--- config.mk ---
export PLATFORM = sky130hd
export DESIGN_NAME = mmio_stress_initiator_flat
export DESIGN_NICKNAME = d
export VERILOG_FILES = /design/src/rtl/mmio_stress_if.sv /design/src/rtl/mmio_stress_initiator.sv /design/src/flat_wrapper.sv
export SDC_FILE = /design/constraint.sdc
export NUM_CORES = 1
export LEC_CHECK = 0
export BUFFER_PORTS_ARGS = -buffer_cell sky130_fd_sc_hd__buf_2
export CELL_PAD_IN_SITES_DETAIL_PLACEMENT = 1
export CELL_PAD_IN_SITES_GLOBAL_PLACEMENT = 1
export CORE_MARGIN = 2
export CORE_UTILIZATION = 40
export DETAILED_ROUTE_END_ITERATION = 16
export PLACE_DENSITY_LB_ADDON = 0.1
export SETUP_SLACK_MARGIN = 0.15
export SYNTH_ARGS = -nofsm -noshare
export SYNTH_HDL_FRONTEND = slang
export SYNTH_SLANG_ARGS = --single-unit
--- constraint.sdc ---
create_clock -name pClk -period 3.3 [get_ports pClk]
set_input_delay 0.165 -clock pClk [delete_from_list [all_inputs] [get_ports pClk]]
set_output_delay 0.165 -clock pClk [all_outputs]
set_load 0.02 [all_outputs]
--- src/rtl/mmio_stress_if.sv ---
// MMIO request/response bundle between the stress initiator and an MMIO responder.
// Carries the c0 MMIO request fields and the c2 read-response fields.
interface mmio_stress_if #(
    parameter int ADDR_W = 16
);
    logic              mmio_wr_valid;
    logic              mmio_rd_valid;
    logic [ADDR_W-1:0] mmio_addr;
    logic [1:0]        mmio_len;
    logic [8:0]        mmio_tid;
    logic [63:0]       mmio_wdata;
    logic              rsp_valid;
    logic [8:0]        rsp_tid;
    logic [63:0]       rsp_data;

    modport master (
        output mmio_wr_valid, mmio_rd_valid, mmio_addr,
        output mmio_len, mmio_tid, mmio_wdata,
        input  rsp_valid, rsp_tid, rsp_data
    );

    modport slave (
        input  mmio_wr_valid, mmio_rd_valid, mmio_addr,
        input  mmio_len, mmio_tid, mmio_wdata,
        output rsp_valid, rsp_tid, rsp_data
    );
endinterface

--- src/rtl/mmio_stress_initiator.sv ---
// MMIO stress initiator: LFSR-driven write + read-back pairs with response checking.
// Reports pass/fail, completed ops, mismatch count and first failing address.
module mmio_stress_initiator #(
    parameter int                NUM_OPS     = 1024,
    parameter int                ADDR_W      = 16,
    parameter logic [ADDR_W-1:0] ADDR_MIN    = 'h0008,
    parameter logic [ADDR_W-1:0] ADDR_MASK   = 'h00FF,
    parameter int                TIMEOUT     = 256,
    parameter int                IDLE_GAP    = 0,
    parameter bit                STOP_ON_ERR = 1'b0,
    parameter logic [63:0]       SEED        = 64'h1
) (
    input  logic              pClk,
    input  logic              pck_cp2af_softReset,
    input  logic              start,
    mmio_stress_if.master     bus,
    output logic              busy,
    output logic              done,
    output logic              pass,
    output logic [31:0]       op_count,
    output logic [15:0]       err_count,
    output logic              tid_err,
    output logic              timeout_err,
    output logic [ADDR_W-1:0] fail_addr
);

    localparam logic [63:0] SEED_EFF = (SEED == 64'h0) ? 64'h1 : SEED;

    typedef enum logic [2:0] {
        S_IDLE,
        S_GEN,
        S_WR,
        S_RD,
        S_WAIT,
        S_GAP,
        S_FIN
    } state_t;

    state_t            state_q, state_d;
    logic [63:0]       lfsr_q, lfsr_d;
    logic              wr_valid_q, wr_valid_d;
    logic              rd_valid_q, rd_valid_d;
    logic [ADDR_W-1:0] addr_q, addr_d;
    logic [1:0]        len_q, len_d;
    logic [8:0]        tid_q, tid_d;
    logic [63:0]       wdata_q, wdata_d;
    logic [31:0]       timer_q, timer_d;
    logic [31:0]       gap_q, gap_d;
    logic              busy_q, busy_d;
    logic              done_q, done_d;
    logic              pass_q, pass_d;
    logic [31:0]       op_count_q, op_count_d;
    logic [15:0]       err_count_q, err_count_d;
    logic              tid_err_q, tid_err_d;
    logic              timeout_err_q, timeout_err_d;
    logic [ADDR_W-1:0] fail_addr_q, fail_addr_d;

    logic [63:0]       lfsr_nx;
    logic [ADDR_W-1:0] addr_nx;
    logic              data_ok;
    logic              last_op;

    // Fibonacci LFSR x^64+x^63+x^61+x^60+1, shifting toward the MSB.
    function automatic logic [63:0] lfsr_step(input logic [63:0] v);
        return {v[62:0], v[63] ^ v[62] ^ v[60] ^ v[59]};
    endfunction

    // Next-state, request-field and status computation for the run FSM.
    always_comb begin
        state_d       = state_q;
        lfsr_d        = lfsr_q;
        wr_valid_d    = 1'b0;
        rd_valid_d    = 1'b0;
        addr_d        = addr_q;
        len_d         = len_q;
        tid_d         = tid_q;
        wdata_d       = wdata_q;
        timer_d       = timer_q;
        gap_d         = gap_q;
        busy_d        = busy_q;
        done_d        = done_q;
        pass_d        = pass_q;
        op_count_d    = op_count_q;
        err_count_d   = err_count_q;
        tid_err_d     = tid_err_q;
        timeout_err_d = timeout_err_q;
        fail_addr_d   = fail_addr_q;

        lfsr_nx = lfsr_step(lfsr_q);
        addr_nx = (lfsr_nx[ADDR_W:1] & ADDR_MASK) | ADDR_MIN;
        if (lfsr_nx[0]) begin
            addr_nx[0] = 1'b0;
        end

        // Short reads only check the low word; the upper half is don't-care.
        if (len_q == 2'b01) begin
            data_ok = (bus.rsp_data == wdata_q);
        end else begin
            data_ok = (bus.rsp_data[31:0] == wdata_q[31:0]);
        end
        last_op = ((op_count_q + 32'd1) == 32'(NUM_OPS));

        unique case (state_q)
            S_IDLE: begin
                if (start) begin
                    busy_d        = 1'b1;
                    done_d        = 1'b0;
                    pass_d        = 1'b0;
                    op_count_d    = '0;
                    err_count_d   = '0;
                    tid_err_d     = 1'b0;
                    timeout_err_d = 1'b0;
                    fail_addr_d   = '0;
                    state_d       = S_GEN;
                end
            end
            S_GEN: begin
                lfsr_d     = lfsr_nx;
                len_d      = lfsr_nx[0] ? 2'b01 : 2'b00;
                addr_d     = addr_nx;
                wdata_d    = lfsr_nx;
                wr_valid_d = 1'b1;
                state_d    = S_WR;
            end
            S_WR: begin
                rd_valid_d = 1'b1;
                state_d    = S_RD;
            end
            S_RD: begin
                timer_d = 32'd1;
                state_d = S_WAIT;
            end
            S_WAIT: begin
                timer_d = timer_q + 32'd1;
                if (bus.rsp_valid) begin
                    if (bus.rsp_tid == tid_q) begin
                        op_count_d = op_count_q + 32'd1;
                        tid_d      = tid_q + 9'd1;
                        gap_d      = '0;
                        if (!data_ok) begin
                            if (err_count_q != 16'hFFFF) begin
                                err_count_d = err_count_q + 16'd1;
                            end
                            if (err_count_q == 16'd0) begin
                                fail_addr_d = addr_q;
                            end
                        end
                        if (last_op || (!data_ok && STOP_ON_ERR)) begin
                            state_d = S_FIN;
                        end else if (IDLE_GAP > 0) begin
                            state_d = S_GAP;
                        end else begin
                            state_d = S_GEN;
                        end
                    end else begin
                        tid_err_d = 1'b1;
                        if (STOP_ON_ERR) begin
                            tid_d   = tid_q + 9'd1;
                            state_d = S_FIN;
                        end
                    end
                end
                // Timeout is judged only if the response did not end the wait.
                if (state_d == S_WAIT && timer_q >= 32'(TIMEOUT - 1)) begin
                    timeout_err_d = 1'b1;
                    tid_d         = tid_q + 9'd1;
                    state_d       = S_FIN;
                end
            end
            S_GAP: begin
                if (gap_q >= 32'(IDLE_GAP - 1)) begin
                    state_d = S_GEN;
                end else begin
                    gap_d = gap_q + 32'd1;
                end
            end
            S_FIN: begin
                busy_d  = 1'b0;
                done_d  = 1'b1;
                pass_d  = (err_count_q == 16'd0) && !tid_err_q &&
                          !timeout_err_q && (op_count_q == 32'(NUM_OPS));
                state_d = S_IDLE;
            end
            default: begin
                state_d = S_IDLE;
            end
        endcase
    end

    // State and registered outputs; reset abandons any outstanding read.
    always_ff @(posedge pClk) begin
        if (pck_cp2af_softReset) begin
            state_q       <= S_IDLE;
            lfsr_q        <= SEED_EFF;
            wr_valid_q    <= 1'b0;
            rd_valid_q    <= 1'b0;
            addr_q        <= '0;
            len_q         <= '0;
            tid_q         <= '0;
            wdata_q       <= '0;
            timer_q       <= '0;
            gap_q         <= '0;
            busy_q        <= 1'b0;
            done_q        <= 1'b0;
            pass_q        <= 1'b0;
            op_count_q    <= '0;
            err_count_q   <= '0;
            tid_err_q     <= 1'b0;
            timeout_err_q <= 1'b0;
            fail_addr_q   <= '0;
        end else begin
            state_q       <= state_d;
            lfsr_q        <= lfsr_d;
            wr_valid_q    <= wr_valid_d;
            rd_valid_q    <= rd_valid_d;
            addr_q        <= addr_d;
            len_q         <= len_d;
            tid_q         <= tid_d;
            wdata_q       <= wdata_d;
            timer_q       <= timer_d;
            gap_q         <= gap_d;
            busy_q        <= busy_d;
            done_q        <= done_d;
            pass_q        <= pass_d;
            op_count_q    <= op_count_d;
            err_count_q   <= err_count_d;
            tid_err_q     <= tid_err_d;
            timeout_err_q <= timeout_err_d;
            fail_addr_q   <= fail_addr_d;
        end
    end

    assign bus.mmio_wr_valid = wr_valid_q;
    assign bus.mmio_rd_valid = rd_valid_q;
    assign bus.mmio_addr     = addr_q;
    assign bus.mmio_len      = len_q;
    assign bus.mmio_tid      = tid_q;
    assign bus.mmio_wdata    = wdata_q;

    assign busy        = busy_q;
    assign done        = done_q;
    assign pass        = pass_q;
    assign op_count    = op_count_q;
    assign err_count   = err_count_q;
    assign tid_err     = tid_err_q;
    assign timeout_err = timeout_err_q;
    assign fail_addr   = fail_addr_q;

endmodule

--- src/flat_wrapper.sv ---
// flat-port wrapper written by rule: the top's interface ports become plain ports
module mmio_stress_initiator_flat 
#(
    parameter int                NUM_OPS     = 1024,
    parameter int                ADDR_W      = 16,
    parameter logic [ADDR_W-1:0] ADDR_MIN    = 'h0008,
    parameter logic [ADDR_W-1:0] ADDR_MASK   = 'h00FF,
    parameter int                TIMEOUT     = 256,
    parameter int                IDLE_GAP    = 0,
    parameter bit                STOP_ON_ERR = 1'b0,
    parameter logic [63:0]       SEED        = 64'h1
)
  (pClk, pck_cp2af_softReset, start, busy, done, pass, op_count, err_count, tid_err, timeout_err, fail_addr, bus_mmio_wr_valid, bus_mmio_rd_valid, bus_mmio_addr, bus_mmio_len, bus_mmio_tid, bus_mmio_wdata, bus_rsp_valid, bus_rsp_tid, bus_rsp_data);
  mmio_stress_if #(.ADDR_W(ADDR_W)) bus_i ();
  input  logic pClk;
  input  logic pck_cp2af_softReset;
  input  logic start;
  output logic busy;
  output logic done;
  output logic pass;
  output logic [31:0] op_count;
  output logic [15:0] err_count;
  output logic tid_err;
  output logic timeout_err;
  output logic [ADDR_W-1:0] fail_addr;
  output wire logic [$bits(bus_i.mmio_wr_valid)-1:0] bus_mmio_wr_valid;
  output wire logic [$bits(bus_i.mmio_rd_valid)-1:0] bus_mmio_rd_valid;
  output wire logic [$bits(bus_i.mmio_addr)-1:0] bus_mmio_addr;
  output wire logic [$bits(bus_i.mmio_len)-1:0] bus_mmio_len;
  output wire logic [$bits(bus_i.mmio_tid)-1:0] bus_mmio_tid;
  output wire logic [$bits(bus_i.mmio_wdata)-1:0] bus_mmio_wdata;
  input wire logic [$bits(bus_i.rsp_valid)-1:0] bus_rsp_valid;
  input wire logic [$bits(bus_i.rsp_tid)-1:0] bus_rsp_tid;
  input wire logic [$bits(bus_i.rsp_data)-1:0] bus_rsp_data;
  assign bus_mmio_wr_valid = bus_i.mmio_wr_valid;
  assign bus_mmio_rd_valid = bus_i.mmio_rd_valid;
  assign bus_mmio_addr = bus_i.mmio_addr;
  assign bus_mmio_len = bus_i.mmio_len;
  assign bus_mmio_tid = bus_i.mmio_tid;
  assign bus_mmio_wdata = bus_i.mmio_wdata;
  assign bus_i.rsp_valid = bus_rsp_valid;
  assign bus_i.rsp_tid = bus_rsp_tid;
  assign bus_i.rsp_data = bus_rsp_data;
  mmio_stress_initiator #(.NUM_OPS(NUM_OPS), .ADDR_W(ADDR_W), .ADDR_MIN(ADDR_MIN), .ADDR_MASK(ADDR_MASK), .TIMEOUT(TIMEOUT), .IDLE_GAP(IDLE_GAP), .STOP_ON_ERR(STOP_ON_ERR), .SEED(SEED)) u_core (.pClk(pClk), .pck_cp2af_softReset(pck_cp2af_softReset), .start(start), .bus(bus_i), .busy(busy), .done(done), .pass(pass), .op_count(op_count), .err_count(err_count), .tid_err(tid_err), .timeout_err(timeout_err), .fail_addr(fail_addr));
endmodule
==> results.yml <==
worst_setup_path:
  cp_num_buf_inv: 2
  cp.required_ns: 3.73
  crit_chain: "ha_1, nand3_1, nor4_1, buf_4, and3_1, xor2_1, nor4_1, buf_4, nand3_1, a41oi_1"
  cp_data_arrival_time_ns: 3.28
  cp_max_fo: 13
  max_stage_delay_ns: 0.46
  crit_path_start: "u_core.op_count[1]$_SDFFE_PP0P_"
  cpMaxStageDelayCell: "dfxtp_1"
  reg2reg_from: "u_core.op_count[1]$_SDFFE_PP0P_"
  r2r_end: "u_core.state_q[2]$_SDFFE_PP0P_"
  r2r_setup_slack_ns: 0.44
  crit_type: "flip-flop to flip-flop"
  crit_family: "simple AND/OR/NAND/NOR gates"
  critPathLaunchType: "flip-flop"
  crit_cells: 10
  worst_r2r_path_depth: 10
  critPathCaptureType: "flip-flop"
grt:
  grt_pass1_vias: 10350
  antenna_found_initial: 1
  grt_overflow: 0
  grt_max_degree: 69
  grt_pass1_wl_microns: 54500
  track_usage_pct: 22.6
route:
  wl_met2_microns: 16500
  finalWirelength_microns: 34300
  route.detailed.drc: 0
  top_layer_used: "met4"
  firstDrtPassIters: 5
  via_count: 10518
  drtIter0Drc: 551
  ant_nets: 0
  wl_met3_microns: 1350
  avgRoutedWirePerCell_microns: 17.5
  avgViaCountPerCell: 5.38
  wl_met1_microns: 15900
synthesis:
  synth-main-ff-cell: "dfxtp_1"
  synth_seq_area_share_pct: 36.7
  yosysWarnings: 0
  synthCells: 1440
  synth-seq-cells: 206
  synth-edff-count: 0
  synthDistinctLibCells: 61
  syn_avg_cell_area_sq_um: 7.81
  ys_async_sr_fraction_pct: 0
  syn_area_sq_mm: 0.0112
timing:
  fin_tns_setup_ns: 0
  tightest_slew_ns: 0.745
  fin_hold_ws_ns: 0.0384
  min_period_over_period_pct: 86.6
  slew_headroom_pct: 50.3
  max_freq_mhz: 350
  min_period_ns: 2.86
  hold_viol: 0
  slew_violations: 0
  rsz0062_at_grt: "true"
  finalSetupViolCount: 0
  skew_ns: 0.0228
power:
  leakage_nw: 5.10
  switching_share_pct: 24.8
  clock_power_share_pct: 47.9
  p_switching_w: 0.00137
  power_frac_comb_pct: 6.6
  internal_power_w: 0.00416
  seqPwrFrac_pct: 45.5
  powerDensity_mw_per_mm2: 428
  max-vdd-ir-drop_uv: 347
layout:
  fill_cells: 3479
  seqCellArea_sq_mm: 0.00412
  drive_gt1_share_pct: 20.5
  layout_commonest_cell: "buf_2"
  syn_to_final_growth_pct: 14.9
  fin_util_pct: 46.6
  layout_common_cells: "220 x buf_2, 213 x nand2_1, 206 x dfxtp_1, 143 x a21oi_1, 109 x nor2_1"
  multi_input_area_sq_mm: 0.00614
  finalNetCount: 1642
clock_network:
  clk_latency_ns: 0.53
  cts_setup_buffers: 0
  cts-htree-levels: 1
  cts_buffer_depth: 3
  cts-root-buf: "clkbuf_16"
  cts_tree: "built"
  cts_num_sinks: 206
  clkSlewWorstSetupHoldPaths_ns: 0.06
  numCtsBuffers: 25
floorplanning:
  floorplan.initialDensity_pct: 40.6
  die_h_microns: 172
  fp.dieW_microns: 172
  io_pins: 239
  coreArea_sq_mm: 0.0277
  rows: 61
  floorplan.die_area_sq_mm: 0.0295
min_path:
  hold_start: "pck_cp2af_softReset"
  hold_end: "u_core.op_count[1]$_SDFFE_PP0P_"
  hold_depth: 2
  min_path_type: "input port to flip-flop"
placed_design:
  hpwl_microns: 24300
  gp_congestion: 0.860
  port_buffers: 221
status:
  outcome: "completed"
job:
  maxCapViolCount: 0
[through the flow]
stage | area (sq um) | setup WS [ns] | cells | power, W
2_1_floorplan | 11300 | 0.540 | 1456 | 0.00281
3_3_place_gp | 12100 | 0.402 | 1907 | 0.00293
3_5_place_dp | 12100 | 0.324 | 1907 | 0.00294
4_1_cts | 12900 | 0.325 | 1954 | 0.00561
5_1_grt | 12900 | 0.147 | 1954 | 0.00576
6_report | 12900 | 0.444 | 1955 | 0.00553
[worst max-delay path by stage]
stage                                                   to  slack, ns
after floorplan             u_core.state_q[2]$_SDFFE_PP0P_       0.54
after global placement    u_core.fail_addr[4]$_SDFFE_PP0P_       0.40
after detailed placement  u_core.fail_addr[1]$_SDFFE_PP0P_       0.32
after CTS                 u_core.fail_addr[0]$_SDFFE_PP0P_       0.33
after global routing        u_core.state_q[2]$_SDFFE_PP0P_       0.15
final                       u_core.state_q[2]$_SDFFE_PP0P_       0.44
[power by group through the flow]
stage                     combinational, W  sequential (W)  clock (W)
after floorplan                   0.000234         0.00257          0
after global placement            0.000361         0.00257          0
after detailed placement          0.000366         0.00257          0
after CTS                         0.000369         0.00251    0.00272
after global routing              0.000403         0.00251    0.00284
final                             0.000366         0.00251    0.00265
[timing repair]
| item | 4_1_cts | 5_1_grt |
|---|---|---|
| hold endpoints to repair | 1 | 0 |
| setup endpoints to repair | 0 | 2 |
| resized for setup | 0 | 2 |
| hold buffers | 1 | 0 |
[worst reg2reg max path, delay by kind of cell, from the launching register on]
| kind | cells | cell delay [ns] |
|---|---|---|
| xor gates and xnor gates | 1 | 0.08 |
| DFF | 1 | 0.46 |
| and+or+nand+nor | 5 | 1.27 |
| AOI/OAI and AO/OA | 1 | 0.24 |
| buffers and inverters | 2 | 0.42 |
| adders and majority gates | 1 | 0.30 |
[flip-flops by register name, summed over array words and instances, names as in the netlist]
name,cells
u_core.timeout_err,1
u_core.pass,1
u_core.op_count,32
u_core.done,1
u_core.tid_err,1
u_core.busy,1
u_core.bus.mmio_rd_valid,1
u_core.gap_q,32
u_core.bus.mmio_addr,2
u_core.timer_q,32
u_core.fail_addr,8
u_core.bus.mmio_wdata,63
u_core.bus.mmio_wr_valid,1
u_core.bus.mmio_tid,9
u_core.state_q,3
u_core.lfsr_q,2
u_core.err_count,16
[layout make-up]
type | count | area share, %
Clock buffer | 35 | 5.36
Clock inverter | 11 | 0.765
Inverter | 14 | 0.407
Multi-Input combinational cell | 1059 | 47.5
Antenna cell | 1 | 0.0194
Timing Repair Buffer | 251 | 10.3
Sequential cell | 206 | 31.9
Tap cell | 378 | 3.66
[per-layer routing]
layer	vias up	global-route usage [%]
li1	5195	-
met2	184	39.6
met4	0	4.42
met5	-	0
met3	34	3.06
met1	5105	29.8
[synth_stat cells, drive strengths merged, types with 6 or more instances]
cell	count	area (sq um)
nor2	109	409
or2	8	50.1
ha	8	100
nand3	59	295
a311oi	9	78.8
or4	19	143
o211ai	15	113
a21oi	143	716
a31oi	18	113
mux2	6	67.6
nand3b	10	75.1
nand4	36	231
xor2	82	718
nor3	20	100
a211oi	13	97.6
a31o	9	78.8
buf	97	704
inv	13	48.8
nor4	38	253
dfxtp	206	4120
and3	23	144
nor4b	13	120
o21ai	48	240
or3	32	200
o31ai	6	45.0
nand2	213	800
clkbuf	80	300
xnor2	42	368
and2	14	87.6
and4	7	61.3
[logic make-up (layout without fill, tap and decap cells)]
logic type,after synthesis,after routing,synth area share [%]
multiplexers,11,11,1.05
AND/OR/NAND/NOR,613,613,27.3
buffers and inverters,191,311,9.40
XOR/XNOR,124,124,9.66
AO/OA/AOI/OAI,286,286,15.0
other,1,18,0.0333
adder cells (fa/ha/maj),8,8,0.890
flip-flops,206,206,36.7
Power figures use the tool's default switching activity.
